File: config.mk
export PLATFORM = sky130hd
export DESIGN_NAME = vga_sync_gen
export DESIGN_NICKNAME = d
export VERILOG_FILES = /design/src/rtl/vga_timing_pkg.sv /design/src/rtl/pixel_tick_div.sv /design/src/rtl/vga_sync_gen.sv
export SDC_FILE = /design/constraint.sdc
export NUM_CORES = 1
export LEC_CHECK = 0
export BUFFER_PORTS_ARGS = -buffer_cell sky130_fd_sc_hd__buf_2
export CORE_ASPECT_RATIO = 1.1
export CORE_MARGIN = 4
export CORE_UTILIZATION = 45
export CTS_CLUSTER_SIZE = 16
export DETAILED_ROUTE_END_ITERATION = 8
export PLACE_DENSITY = 0.73
export SYNTH_ARGS = -nofsm -noshare
export SYNTH_HDL_FRONTEND = slang
export SYNTH_SLANG_ARGS = --single-unit
File: constraint.sdc
create_clock -name clk -period 2.13 [get_ports clk]
set_input_delay 0.1065 -clock clk [delete_from_list [all_inputs] [get_ports clk]]
set_output_delay 0.1065 -clock clk [all_outputs]
set_load 0.05 [all_outputs]
File: src/rtl/vga_timing_pkg.sv
// Timing constants for the 640x480@60 Hz VGA path on a 100 MHz board clock.
package vga_timing_pkg;

    localparam int CLK_DIV   = 4;
    localparam int H_DISPLAY = 640;
    localparam int H_FRONT   = 16;
    localparam int H_SYNC    = 96;
    localparam int H_BACK    = 48;
    localparam int V_DISPLAY = 480;
    localparam int V_FRONT   = 10;
    localparam int V_SYNC    = 2;
    localparam int V_BACK    = 33;

    localparam int H_TOTAL = H_DISPLAY + H_FRONT + H_SYNC + H_BACK;
    localparam int V_TOTAL = V_DISPLAY + V_FRONT + V_SYNC + V_BACK;

    localparam int H_SYNC_START = H_DISPLAY + H_FRONT;
    localparam int H_SYNC_END   = H_SYNC_START + H_SYNC - 1;
    localparam int V_SYNC_START = V_DISPLAY + V_FRONT;
    localparam int V_SYNC_END   = V_SYNC_START + V_SYNC - 1;

    // Coordinates are 10 bits wide, so totals above 1024 cannot be represented.
    localparam int COORD_W = 10;

endpackage

File: src/rtl/pixel_tick_div.sv
// Divides the board clock down to a one-clock pixel enable every CLK_DIV clocks.
module pixel_tick_div #(
    parameter int CLK_DIV = 4
) (
    input  logic clk,
    input  logic reset,
    output logic pixel_tick
);

    localparam int              CNT_W   = (CLK_DIV > 1) ? $clog2(CLK_DIV) : 1;
    localparam logic [CNT_W-1:0] CNT_MAX = CNT_W'(CLK_DIV - 1);

    logic [CNT_W-1:0] div_cnt;

    // Free-running modulo counter; the tick is registered so it fires the cycle after the count tops out.
    always_ff @(posedge clk) begin
        if (reset) begin
            div_cnt    <= '0;
            pixel_tick <= 1'b0;
        end else begin
            pixel_tick <= (div_cnt == CNT_MAX);
            if (div_cnt == CNT_MAX) begin
                div_cnt <= '0;
            end else begin
                div_cnt <= div_cnt + CNT_W'(1);
            end
        end
    end

endmodule

File: src/rtl/vga_sync_gen.sv
// VGA raster timing: pixel/line counters plus registered sync, blanking and frame decodes.
module vga_sync_gen
    import vga_timing_pkg::COORD_W;
#(
    parameter int CLK_DIV   = vga_timing_pkg::CLK_DIV,
    parameter int H_DISPLAY = vga_timing_pkg::H_DISPLAY,
    parameter int H_FRONT   = vga_timing_pkg::H_FRONT,
    parameter int H_SYNC    = vga_timing_pkg::H_SYNC,
    parameter int H_BACK    = vga_timing_pkg::H_BACK,
    parameter int V_DISPLAY = vga_timing_pkg::V_DISPLAY,
    parameter int V_FRONT   = vga_timing_pkg::V_FRONT,
    parameter int V_SYNC    = vga_timing_pkg::V_SYNC,
    parameter int V_BACK    = vga_timing_pkg::V_BACK
) (
    input  logic               clk,
    input  logic               reset,
    output logic               pixel_tick,
    output logic               h_sync,
    output logic               v_sync,
    output logic               video_on,
    output logic [COORD_W-1:0] pixel_x,
    output logic [COORD_W-1:0] pixel_y,
    output logic               frame_start
);

    localparam logic [COORD_W-1:0] X_LAST   = COORD_W'(H_DISPLAY + H_FRONT + H_SYNC + H_BACK - 1);
    localparam logic [COORD_W-1:0] Y_LAST   = COORD_W'(V_DISPLAY + V_FRONT + V_SYNC + V_BACK - 1);
    localparam logic [COORD_W-1:0] X_VIS    = COORD_W'(H_DISPLAY);
    localparam logic [COORD_W-1:0] Y_VIS    = COORD_W'(V_DISPLAY);
    localparam logic [COORD_W-1:0] HS_FIRST = COORD_W'(H_DISPLAY + H_FRONT);
    localparam logic [COORD_W-1:0] HS_LAST  = COORD_W'(H_DISPLAY + H_FRONT + H_SYNC - 1);
    localparam logic [COORD_W-1:0] VS_FIRST = COORD_W'(V_DISPLAY + V_FRONT);
    localparam logic [COORD_W-1:0] VS_LAST  = COORD_W'(V_DISPLAY + V_FRONT + V_SYNC - 1);

    logic [COORD_W-1:0] x_next;
    logic [COORD_W-1:0] y_next;
    logic               frame_wrap;

    pixel_tick_div #(
        .CLK_DIV(CLK_DIV)
    ) u_tick_div (
        .clk       (clk),
        .reset     (reset),
        .pixel_tick(pixel_tick)
    );

    // Next raster position: step x on each pixel tick, step y when x wraps, flag the full-frame wrap.
    always_comb begin
        x_next     = pixel_x;
        y_next     = pixel_y;
        frame_wrap = 1'b0;
        if (pixel_tick) begin
            if (pixel_x == X_LAST) begin
                x_next = '0;
                if (pixel_y == Y_LAST) begin
                    y_next     = '0;
                    frame_wrap = 1'b1;
                end else begin
                    y_next = pixel_y + COORD_W'(1);
                end
            end else begin
                x_next = pixel_x + COORD_W'(1);
            end
        end
    end

    // Counters and decodes share one register stage, with decodes taken from the next position so nothing skews.
    always_ff @(posedge clk) begin
        if (reset) begin
            pixel_x     <= '0;
            pixel_y     <= '0;
            h_sync      <= 1'b1;
            v_sync      <= 1'b1;
            video_on    <= 1'b0;
            frame_start <= 1'b0;
        end else begin
            pixel_x     <= x_next;
            pixel_y     <= y_next;
            h_sync      <= !((x_next >= HS_FIRST) && (x_next <= HS_LAST));
            v_sync      <= !((y_next >= VS_FIRST) && (y_next <= VS_LAST));
            video_on    <= (x_next < X_VIS) && (y_next < Y_VIS);
            frame_start <= frame_wrap;
        end
    end

endmodule
-- Word level (Yosys, flattened, before mapping)
Cells that the tools add are included.
- register bits: 27
- output and inout bits: 25
- input bits: 2
- word-level logic and storage cells: 35
- reduce and logical (&&, ||, !) cells: 7
- bitwise logic cells: 2
- order comparisons: 6
- multiplexer cells: 6
- eq/ne operators: 3
- add/subtract/negate cells: 3
- operator list (kind ; count):
    $mux 10 ; 5
    $add 10x1->10 const B ; 2
    $eq 10x10->1 const B ; 2
    $ge 10x10->1 const B ; 1
    $ge 10x9->1 const B ; 1
    $le 10x10->1 const B ; 1
    $le 10x9->1 const B ; 1
    $lt 10x10->1 const B ; 1
    $lt 10x9->1 const B ; 1
    $logic_and 1x1->1 ; 3
    $reduce_or 3->1 ; 1
    $add 2x1->2 const B ; 1
    $eq 2x2->1 const B ; 1
    $logic_not 1->1 ; 2
    $not 1->1 ; 2
    $reduce_or 2->1 ; 1
    $mux 1 ; 1

-- Logic depth before layout (Yosys ltp)
Gate-level depths: netlist (run 1).
- word-level depth: 7
- mapped depth: 8
- gate-level depth less buffers: 7

-- Modules after synthesis
From an unflattened synthesis (run 1), not the netlist that was laid out.
- cell total of the unflattened synthesis: 177
- area, all modules: 1497.7 µm²
- by module, submodules not included (module ; seq. area each (µm²) ; cells an instance ; instances ; area each (µm²)):
    vga_sync_gen ; 480.5 ; 170 ; 1 ; 1393.8
    pixel_tick_div ; 60.1 ; 7 ; 1 ; 103.8

-- Worst setup path before layout (run 1)
OpenSTA, ideal clock, no wires.
- path type: register to register
- start point: register pixel_x[0]
- end point: register v_sync
- setup slack: -203 ps
- stages on the path, launching flop included: 8
- data required time: 1996 ps
- period minus slack after synthesis: 2333 ps
- setup time: 134 ps
- arrival time: 2199 ps
- path buffers: 1
- path through: dfxtp_1 -> ha_1 -> and4_1 -> buf_6 -> nand4_2 -> or4_4 -> a21boi_2 -> nand4bb_1
- cells in the longest elaborated chain, start to end: 6
- elaborated cells on any way between the ends: 7
- classes of those cells: 2 x order compare; 1 x eq/ne; 2 x mux; 2 x reduce/logical
- ends and longest elaborated chain (item ; RTL line ; text):
    start, declared ; vga_sync_gen.sv:21 ; output logic [COORD_W-1:0] pixel_x,
    start signal, assigned ; vga_sync_gen.sv:77 ; pixel_x <= x_next;
    $eq 10x10->1 (*) ; vga_sync_gen.sv:53 ; if (pixel_x == X_LAST) begin
    $mux 10 (*) ; vga_sync_gen.sv:53 ;
    $mux 10 (*) ; vga_sync_gen.sv:52 ; if (pixel_tick) begin
    $ge 10x9->1 or $le 10x9->1 (tied branches) ; vga_sync_gen.sv:80 ; v_sync <= !((y_next >= VS_FIRST) && (y_next <= VS_LAST));
    $logic_and 1x1->1 (*) ; vga_sync_gen.sv:80 ;
    $logic_not 1->1 (*) ; vga_sync_gen.sv:80 ;
    end signal, assigned ; vga_sync_gen.sv:80 ;
    end, declared ; vga_sync_gen.sv:19 ; output logic v_sync,
Every way passes the cells marked *; elsewhere a longest branch is shown, timed or not.
A chain may end at the register's enable or synchronous reset.

-- Worst setup path after layout (run 1)
Same ends and word-level chain as after synthesis.

==> key figures, run 1 <==
Cells and area
  – Layout cells sized above 1: 0.303
  – Multi-input gate area: 896 um2
  – Most frequent cells in the layout: buf_2 (26), dfxtp_1 (20), nor2_1 (15)
  – Nets: 202
  – Flip-flop and latch area: 552 um2
  – Fillers: 306
  – Ant. Diodes: 0
  – P&R area growth vs syn: 13.7%
  – Commonest non-fill, non-tap cell in the layout: buf_2

Synth
  – Xor and xnor area share after synthesis: 0.0634
  – Largest family of logic cells by synthesized area: simple AND/OR/NAND/NOR gates
  – Async SR Flop Fraction: 0
  – Post-synth EDFFs: 0
  – Share of the yosys chip area belonging to registers: 0.356
  – Post-Syn Nets: 174
  – Area fraction in compound gates after synthesis: 0.137
  – Syn_area_per_cell: 9.05 um2
  – Synthesized cell area: 1520 um2
  – Ys Warns: 0
  – Synth Instances: 168
  – Distinct cell type count after synthesis: 51
  – Post-synthesis mux area share: 0.0263
  – Top_reg_cell synth: dfxtp_1
  – Post-Synth Simple-Gate Area: 0.319
  – #FFs+latches synth: 27
  – Adder-cell share of the synthesized area: 0.0329

Min path
  – Hold Crit Class: primary input to flip-flop
  – Worst hold start: reset
  – Hold Path Stages: 2

Clock network
  – Clock sinks: 27
  – Max H-tree Level: 1
  – CTS tree: done
  – CTS buffer count: 3
  – Clk root buf: clkbuf_4
  – Clk buf depth: 2
  – Post-CTS setup buffer count: 0
  – Clk_lat worst skew: 0.33 ns
  – Clock Pin Slew Worst Setup and Hold Paths: 0.15 ns

Worst setup path
  – Worst setup EP type: flip-flop
  – R2R Setup Slk: 0.15 ns
  – Critical path arrival: 2.20 ns
  – Crit path capture: v_sync
  – Startpoint of the worst register-to-register path: pixel_x[0]
  – Critical Path Start Type: flip-flop
  – R2r endpoint: v_sync
  – Crit path launch: pixel_x[0]
  – Crit Path Class: flip-flop to flip-flop
  – Reg2Reg Depth: 6
  – CP Data Required Time: 2.36 ns
  – Max FO, Critical Path: 6

Route
  – Met3 wire len: 170 um
  – Pre-Repair DR Iteration Count: 4
  – Wire length per cell: 15.6 um
  – Top sig layer: met4
  – Vias: 1,365
  – Met2 WL: 1.78 mm
  – ANT nets after route: 0
  – Via/cell ratio: 5.96
  – DRC Markers: 0
  – Post-Route M1 WL: 1.55 mm
  – DR iter-0 viols: 77
  – Total wire length: 3.58 mm

Floorplanning
  – Io pins: 27
  – Die Span Y: 69.0 um
  – Die width: 63.4 um
  – Core area: 3150 um2
  – Row Count: 21
  – Die footprint: 4370 um2
  – Initial core utilization: 0.482

STA
  – Hold Violations, Final: 0
  – Achievable Freq: 505 MHz
  – Worst Tran Pin Value: 0.475 ns
  – Slew Limit Headroom: 0.684
  – Final setup fails: 0
  – Final period demand of the worst path: 1.98 ns
  – Layout Skew: 0.00502 ns
  – Final WS setup: 0.151 ns
  – RSZ-0062 raised after global routing: false
  – Period utilization: 0.929
  – Setup TNS: 0 ns
  – Final Max Slew Viols: 0

Place
  – Post-DP HPWL: 2.69 mm
  – PortBufs: 26
  – Routability cong.: 0.831
  – Pre-CTS WS: 0.132 ns

Global route
  – First-pass GRT wire length: 6.09 mm
  – Largest net degree at the start of global routing: 27
  – Vias in the first global route: 1,302
  – Initial antenna violation count: 0
  – Congestion Overflow GR: 0
  – Gr usage total: 0.176

Flow run
  – Max-cap violation count: 0

Pwr
  – PwrDens: 451 nW/um2
  – Pleak: 0.676 nW
  – Peak VDD IR: 343 uV

Status
  – Status: completed
how the worst min path moves through the flow:
stage,endpoint,slack (ns)
floorplan,u_tick_div.pixel_tick,0.28
global placement,u_tick_div.div_cnt[0],0.42
detailed placement,u_tick_div.div_cnt[0],0.43
CTS,pixel_y[0],0.21
global route,pixel_y[8],0.20
finish,pixel_y[8],0.20
critical path, stage by stage, from the launching register on:
cell and delay (ns):
dfxtp_4 0.39, ha_1 0.18, and4_1 0.23, nand4_2 0.19
or4_4 0.58, a21boi_2 0.19, nand4bb_1 0.12
flip-flops by register name, summed over array words and instances, names as in the netlist:
signal and count:
frame_start 1, h_sync 1, pixel_x 10, pixel_y 10
u_tick_div.div_cnt 2, u_tick_div.pixel_tick 1, v_sync 1, video_on 1
Yosys cell counts (4+ instances only):
| cell type | n | share of area |
|---|---|---|
| buf_2 | 4 | 0.013 |
| xnor2_1 | 6 | 0.035 |
| nor2b_1 | 4 | 0.016 |
| nor3_1 | 9 | 0.030 |
| and4_1 | 4 | 0.023 |
| dfxtp_1 | 27 | 0.36 |
| a21oi_1 | 8 | 0.026 |
| nand3_1 | 7 | 0.023 |
| ha_1 | 4 | 0.033 |
| nand2_1 | 8 | 0.020 |
| nand4_1 | 8 | 0.033 |
| xor2_1 | 5 | 0.029 |
| o21ai_0 | 4 | 0.013 |
| nor2_1 | 15 | 0.037 |
| buf_6 | 4 | 0.030 |
| mux2i_1 | 4 | 0.026 |
stage by stage:
step / hold WS [ns] / power [mW] / instances / util / cell area [um2]
2_1_floorplan: 0.283 / 0.554 / 168 / - / 1530
3_3_place_gp: 0.417 / 0.557 / 225 / 0.534 / 1680
3_5_place_dp: 0.425 / 0.559 / 225 / 0.534 / 1680
4_1_cts: 0.210 / 0.783 / 229 / 0.544 / 1710
5_1_grt: 0.203 / 0.818 / 229 / 0.548 / 1730
6_report: 0.202 / 0.781 / 229 / 0.548 / 1730
what timing repair did:
action,in CTS,in global routing
hold endpoints to repair,0,0
hold buffers,0,0
resized for setup,0,3
endpoints found under the setup margin,0,2
where the power goes:
group	switching (mW)	internal, mW	leakage (nW)	total, mW
Combinational	0.0211	0.00954	0.440	0.0307
Clock	0.161	0.0720	0.0139	0.233
Sequential	0.00463	0.512	0.222	0.517
metal layers:
| metal | track usage | vias to the layer above |
|---|---|---|
| met3 | 0.0357 | 8 |
| met5 | 0 | - |
| li1 | - | 679 |
| met1 | 0.209 | 639 |
| met2 | 0.312 | 39 |
| met4 | 0.0809 | 0 |
logic make-up after synthesis:
logic type	Yosys count
AOI/OAI and AO/OA	29
xor gates and xnor gates	11
adders and majority gates	4
buffers and inverters	15
DFF	27
muxes	4
and+or+nand+nor	78
cell type report:
type                       instances  area share
timing repair buffer              35       0.114
tap                               34      0.0246
sequential                        27       0.319
clock buffer                       3      0.0130
clock inverter                     1     0.00434
inverter                           3     0.00651
multi-input combinational        126       0.518
(Power assumes the default switching activity.)
==> run 2: changes to the inputs <==
ABC_AREA = 1   (was unset)
SYNTH_HIERARCHICAL = 1   (was unset)
==> run 2 against run 1 <==
  * Non-clock buffer count shrank 9
  * Register-to-register slack gained 0.13 ns
  * Sequential power is essentially flat
  * Setup slack gained 0.13 ns
  * Utilization shrank 2.9 points
  * Combinational power grew 18%
  * Critical endpoint unchanged
  * Clock-buffer cell count grew 1
  * Fmax grew 7.1%
  * Global-route usage shrank 1.3 points
  * Total power shrank 1.4%
  * Sequential share of layout area shrank 0.70 points
  * First-iteration DRC count grew 29%
  * Largest cell class unchanged
==> key figures, run 2 <==
STA
  – Period utilization: 0.868 (-0.0613)
  – Setup TNS: 0 ns (unchanged)
  – Achievable Freq: 541 MHz (+7.1%)
  – Slew Limit Headroom: 0.701 (+0.0179)
  – RSZ-0062 raised after global routing: false
  – Layout Skew: 0.00378 ns (-0.00124 ns)
  – Final setup fails: 0 (unchanged)
  – Worst Tran Pin Value: 0.448 ns (-0.0268 ns)
  – Final Max Slew Viols: 0 (unchanged)
  – Final period demand of the worst path: 1.85 ns (-0.131 ns)
  – Hold Violations, Final: 0 (unchanged)

Synth
  – Area fraction in compound gates after synthesis: 0.0698 (-0.0676)
  – Share of the yosys chip area belonging to registers: 0.351 (-0.00491)
  – Distinct cell type count after synthesis: 30 (-41%)
  – Top cells by area, synth: dfxtp_1 (35%), nand2_1 (13%), nor2_1 (8.3%), inv_1 (7.8%), nand3_1 (4.9%)
  – Synth Instances: 227 (+35%)
  – Post-Syn Nets: 233 (+34%)
  – Largest family of logic cells by synthesized area: simple AND/OR/NAND/NOR gates
  – Post-synthesis mux area share: 0 (-0.0263)
  – #FFs+latches synth: 27 (unchanged)
  – Xor and xnor area share after synthesis: 0.0170 (-0.0463)
  – Adder-cell share of the synthesized area: 0.0325 (-0.000454)
  – Post-synth EDFFs: 0 (unchanged)
  – Ys Warns: 6 (+6)
  – Post-synth top cells: nand2_1 (53), nor2_1 (34), inv_1 (32)
  – Async SR Flop Fraction: 0 (unchanged)
  – Most frequent cell after synthesis: nand2_1
  – Top_reg_cell synth: dfxtp_1
  – Synth area leader: dfxtp_1
  – Post-Synth Simple-Gate Area: 0.425 (+0.105)
  – Synth top area share: 0.351 (-0.00491)
  – Syn_area_per_cell: 6.79 um2 (-25%)
  – Synthesized cell area: 1540 um2 (+1.4%)

Worst setup path
  – R2r endpoint: v_sync
  – CP max-delay cell: dfxtp_1
  – Critical path arrival: 2.08 ns (-0.12 ns)
  – Crit Path Class: flip-flop to flip-flop
  – Critical Path Start Type: flip-flop
  – Crit path largest cell delay: 0.43 ns (-0.15 ns)
  – Worst setup EP type: flip-flop
  – R2R Setup Slk: 0.28 ns (+0.13 ns)
  – CP Data Required Time: 2.36 ns (about the same)
  – Startpoint of the worst register-to-register path: pixel_x[0]
  – Reg2Reg Depth: 10 (+4)
  – Max FO, Critical Path: 6 (unchanged)
  – CP cell instances: ha_1 > nand2_1 > nor2_1 > nand3_2 > nor2_4 > nand4_1 > nand3_2 > nand2_2 > nor2_2 > nand2_1

Clock network
  – Clk root buf: clkbuf_4
  – Clock sinks: 27 (unchanged)
  – Max H-tree Level: 1 (unchanged)
  – Clk_lat worst skew: 0.32 ns (about the same)
  – Hold_buf cts: 0 (unchanged)
  – CTS buffer count: 3 (unchanged)
  – Post-cts resize count: 0 (unchanged)
  – Clock Pin Slew Worst Setup and Hold Paths: 0.14 ns (about the same)
  – Clk buf depth: 2 (unchanged)
  – Post-CTS setup buffer count: 0 (unchanged)
  – CTS tree: done

Route
  – Vias: 1,471 (+7.8%)
  – ANT nets after route: 0 (unchanged)
  – Wire length per cell: 11.3 um (-28%)
  – Via/cell ratio: 4.89 (-18%)
  – Total wire length: 3.40 mm (-5.1%)
  – DRC Markers: 0 (unchanged)
  – Pre-Repair DR Iteration Count: 4 (unchanged)
  – DR iter-0 viols: 99 (+29%)

Flow run
  – Max-cap violation count: 0 (unchanged)

Min path
  – Hold Crit Class: primary input to flip-flop
  – Worst hold start: reset
  – Hold path endpoint: u_tick_div/pixel_tick
  – Hold Path Stages: 2 (unchanged)

Global route
  – First-pass GRT wire length: 6.01 mm (-1.4%)
  – Congestion Overflow GR: 0 (unchanged)
  – Vias in the first global route: 1,440 (+11%)
  – Largest net degree at the start of global routing: 25 (-7.4%)
  – Gr usage total: 0.163 (-0.0130)
  – Initial antenna violation count: 0 (unchanged)

Cells and area
  – Most frequent cells in the layout: nand2_1 (53), nor2_1 (34), inv_1 (32)
  – P&R area growth vs syn: 12.3%
  – Nets: 260 (+29%)
  – Fin area: 1730 um2 (+0.14%)
  – Layout cells sized above 1: 0.213 (-0.0891)
  – Commonest non-fill, non-tap cell in the layout: nand2_1
  – Top flop regs: pixel_x (10), pixel_y (10), u_tick_div/div_cnt (2)
  – Ant. Diodes: 0 (unchanged)
  – Post-Layout Cell Count: 301 (+31%)

Place
  – Post-DP Area: 1710 um2 (+1.3%)
  – Routability cong.: 0.882 (+6.2%)
  – Dpl cells: 297 (+32%)
  – PortBufs: 26 (unchanged)
  – Post-DP HPWL: 2.68 mm (-0.58%)

Floorplanning
  – Die footprint: 4430 um2 (+1.2%)
  – Core area: 3330 um2 (+5.6%)
  – Die width: 63.8 um (+0.61%)
  – Initial core utilization: 0.463 (-0.0193)
  – Row Count: 22 (+4.8%)
  – Die Span Y: 69.4 um (+0.62%)
  – Io pins: 27 (unchanged)

Pwr
  – PwrDens: 445 nW/um2 (-1.5%)
  – Pleak: 0.848 nW (+25%)
  – Peak VDD IR: 184 uV (-46%)
  – Pwr Total: 770 uW (-1.4%)

Status
  – Status: completed
[run 2: worst max-delay path: cells and delay by family, from the launching register on]
| family | cells | cell delay [ns] |
|---|---|---|
| fa+ha+maj | 1 | 0.26 |
| flops | 1 | 0.43 |
| simple gates | 9 | 1.07 |
[run 2: power by group]
group          internal [mW]  leakage, nW  switching, mW
combinational        0.00920        0.615         0.0270
sequential             0.512        0.218        0.00513
clock                 0.0733       0.0150          0.143
total                  0.595        0.848          0.175
[run 2: cell type report]
cell class	count	area (um2)
Timing Repair Buffer	26	130
Tap cell	48	60.1
Inverter	35	136
Multi-Input combinational cell	161	838
Fill cell	351	1600
Sequential cell	27	541
Clock buffer	4	26.3
[run 2: how the worst max path moves through the flow]
stage | startpoint | end | slack, ns | cells past startpoint
after floorplan | pixel_x[0] | video_on | 0.15 | 10
after global routing | pixel_x[0] | v_sync | 0.09 | 10
after CTS | pixel_x[0] | v_sync | 0.26 | 10
final | pixel_x[0] | v_sync | 0.28 | 10
after global placement | pixel_x[0] | video_on | 0.34 | 10
after detailed placement | pixel_x[0] | v_sync | 0.31 | 10
[run 2: cell families (layout without fill, tap and decap cells)]
logic type,Yosys count,count (layout)
compound gates,18,18
xor+xnor,3,3
fa+ha+maj,4,4
buf+inv,39,65
flops,27,27
simple gates,136,136
[run 2: layer usage]
metal	routed length, um	share of wire	GRT usage
met1	1630	0.48	0.214
met2	1620	0.48	0.274
met3	115	0.034	0.0211
met4	31	0.0091	0.0528
met5	0	0	0
[run 2: per-stage QoR]
stage	hold slack, ns	setup WS [ns]	utilization
finish	0.201	0.282	0.520
floorplan	0.178	0.145	-
CTS	0.196	0.263	0.520
global placement	0.410	0.342	0.512
global route	0.209	0.0923	0.520
detailed placement	0.419	0.310	0.512
==> run 3: changes to the inputs <==
clock period = 2.3 ns   (was 2.13 ns; I/O delays follow)
==> run 3 against run 2 <==
  * Register-to-register slack better by 0.17 ns
  * Die area stayed put
  * Non-clock buffer count stayed put
  * Routed wire length is 0.18% lower
  * Setup slack better by 0.17 ns
  * Combinational power is 7.7% lower
  * Cell count stayed put
  * Clock skew is 0.0017 ns higher
  * Sequential cell count stayed put
  * First-iteration DRC count is 23% lower
  * Critical path type unchanged
==> key figures, run 3 (synthesized netlist as in run 2, its figures left out) <==
Clock network
  – Post-CTS setup buffer count: 0 (unchanged)
  – Clk root buf: clkbuf_4
  – CTS buffer count: 3 (unchanged)
  – Clk_lat worst skew: 0.32 ns (about the same)
  – CTS tree: done
  – Clk buf depth: 2 (unchanged)
  – Clock Pin Slew Worst Setup and Hold Paths: 0.14 ns (about the same)
  – Max H-tree Level: 1 (unchanged)
  – Post-cts resize count: 0 (unchanged)
  – Hold_buf cts: 0 (unchanged)
  – Clock sinks: 27 (unchanged)

Cells and area
  – Commonest non-fill, non-tap cell in the layout: nand2_1
  – Ant. Diodes: 0 (unchanged)
  – Layout cells sized above 1: 0.213 (unchanged)
  – Nets: 260 (unchanged)
  – Fin area: 1730 um2 (unchanged)
  – Top flop regs: pixel_x (10), pixel_y (10), u_tick_div/div_cnt (2)
  – Post-Layout Cell Count: 301 (unchanged)
  – Util after Layout: 0.520 (unchanged)
  – P&R area growth vs syn: 12.3% (unchanged)
  – Most frequent cells in the layout: nand2_1 (53), nor2_1 (34), inv_1 (32)

STA
  – Slew Limit Headroom: 0.702 (about the same)
  – Worst Tran Pin Value: 0.447 ns (-0.000763 ns)
  – Final setup fails: 0 (unchanged)
  – Hold_ws: 0.200 ns (-0.00172 ns)
  – Final Max Slew Viols: 0 (unchanged)
  – Achievable Freq: 540 MHz (-0.14%)
  – Final WS setup: 0.449 ns (+0.167 ns)
  – Hold Violations, Final: 0 (unchanged)
  – Layout Skew: 0.00553 ns (+0.00175 ns)
  – Period utilization: 0.805 (-0.0630)
  – RSZ-0062 raised after global routing: false
  – Final period demand of the worst path: 1.85 ns (+0.00267 ns)
  – Setup TNS: 0 ns (unchanged)

Worst setup path
  – Crit Path Class: flip-flop to flip-flop
  – Worst setup EP type: flip-flop
  – Critical path arrival: 2.08 ns (about the same)
  – Max FO, Critical Path: 6 (unchanged)
  – R2R Setup Slk: 0.45 ns (+0.17 ns)
  – Critical Path Start Type: flip-flop
  – CP Data Required Time: 2.53 ns (+0.17 ns)

Pwr
  – Psw: 166 uW (-5.4%)
  – Switching Share: 0.231 (+0.00374)
  – Pwr Total: 717 uW (-6.9%)
  – Pleak: 0.848 nW (unchanged)
  – Seq pwr share: 0.669 (-0.003)
  – Cell internal pwr: 551 uW (-7.4%)
  – Share of total power in combinational logic: 0.047 (about the same)
  – PwrDens: 414 nW/um2 (-6.9%)
  – Peak VDD IR: 161 uV (-12%)
  – Clock Power Share: 0.284 (+0.003)

Global route
  – First-pass GRT wire length: 5.92 mm (-1.5%)
  – Gr usage total: 0.164 (about the same)
  – Largest net degree at the start of global routing: 25 (unchanged)
  – Congestion Overflow GR: 0 (unchanged)
  – Vias in the first global route: 1,406 (-2.4%)
  – Initial antenna violation count: 0 (unchanged)

Min path
  – Hold Crit Class: primary input to flip-flop

Route
  – ANT nets after route: 0 (unchanged)
  – Via/cell ratio: 4.88 (-0.14%)
  – Total wire length: 3.39 mm (-0.18%)
  – DRC Markers: 0 (unchanged)
  – Wire length per cell: 11.3 um (-0.18%)
  – Pre-Repair DR Iteration Count: 4 (unchanged)
  – Vias: 1,469 (-0.14%)
  – DR iter-0 viols: 76 (-23%)

Floorplanning
  – Row Count: 22 (unchanged)
  – Io pins: 27 (unchanged)
  – Die width: 63.8 um (unchanged)
  – Die footprint: 4430 um2 (unchanged)
  – Die Span Y: 69.4 um (unchanged)
  – Core area: 3330 um2 (unchanged)
  – Initial core utilization: 0.463 (unchanged)

Place
  – Dpl cells: 297 (unchanged)
  – Post-DP Area: 1710 um2 (unchanged)
  – Post-DP HPWL: 2.66 mm (-0.49%)
  – PortBufs: 26 (unchanged)
  – Routability cong.: 0.882 (unchanged)
  – Pre-CTS WS: 0.490 ns (+0.180 ns)

Status
  – Status: completed

Flow run
  – Max-cap violation count: 0 (unchanged)
[run 3: routing by layer]
| layer | vias to the layer above | global-route usage | part of all wire |
|---|---|---|---|
| met2 | 35 | 0.268 | 0.46 |
| met4 | 0 | 0.0719 | 0.018 |
| met5 | - | 0 | 0 |
| met3 | 6 | 0.0324 | 0.037 |
| li1 | 771 | - | - |
| met1 | 657 | 0.205 | 0.48 |
[run 3: worst max-delay path, cell delays in order, from the launching register on]
cell	delay, ns
dfxtp_1	0.43
ha_1	0.26
nand2_1	0.08
nor2_1	0.11
nand3_2	0.17
nor2_4	0.17
nand4_1	0.11
nand3_2	0.13
nand2_2	0.06
nor2_2	0.15
nand2_1	0.08
[run 3: final cells by class]
class	instances	area, um2
clock buffers	4	26.3
flip-flops and latches	27	541
fillers	357	1600
multi-input cells	161	838
inverters	35	136
well taps	48	60.1
repair buffers	26	130
[run 3: power groups by stage]
stage / registers, mW / logic [mW] / clock network, mW
floorplan: 0.496 / 0.0198 / 0
global placement: 0.490 / 0.0335 / 0
detailed placement: 0.490 / 0.0339 / 0
CTS: 0.480 / 0.0341 / 0.215
global route: 0.481 / 0.0386 / 0.238
finish: 0.479 / 0.0334 / 0.204
[run 3: final timing paths]
check,from,to,cells after the start
setup reg to reg,pixel_x[0],v_sync,10
hold / removal,reset,u_tick_div/pixel_tick,2
setup / recovery,pixel_x[0],v_sync,10
hold reg to reg,u_tick_div/div_cnt[0],u_tick_div/div_cnt[0],1
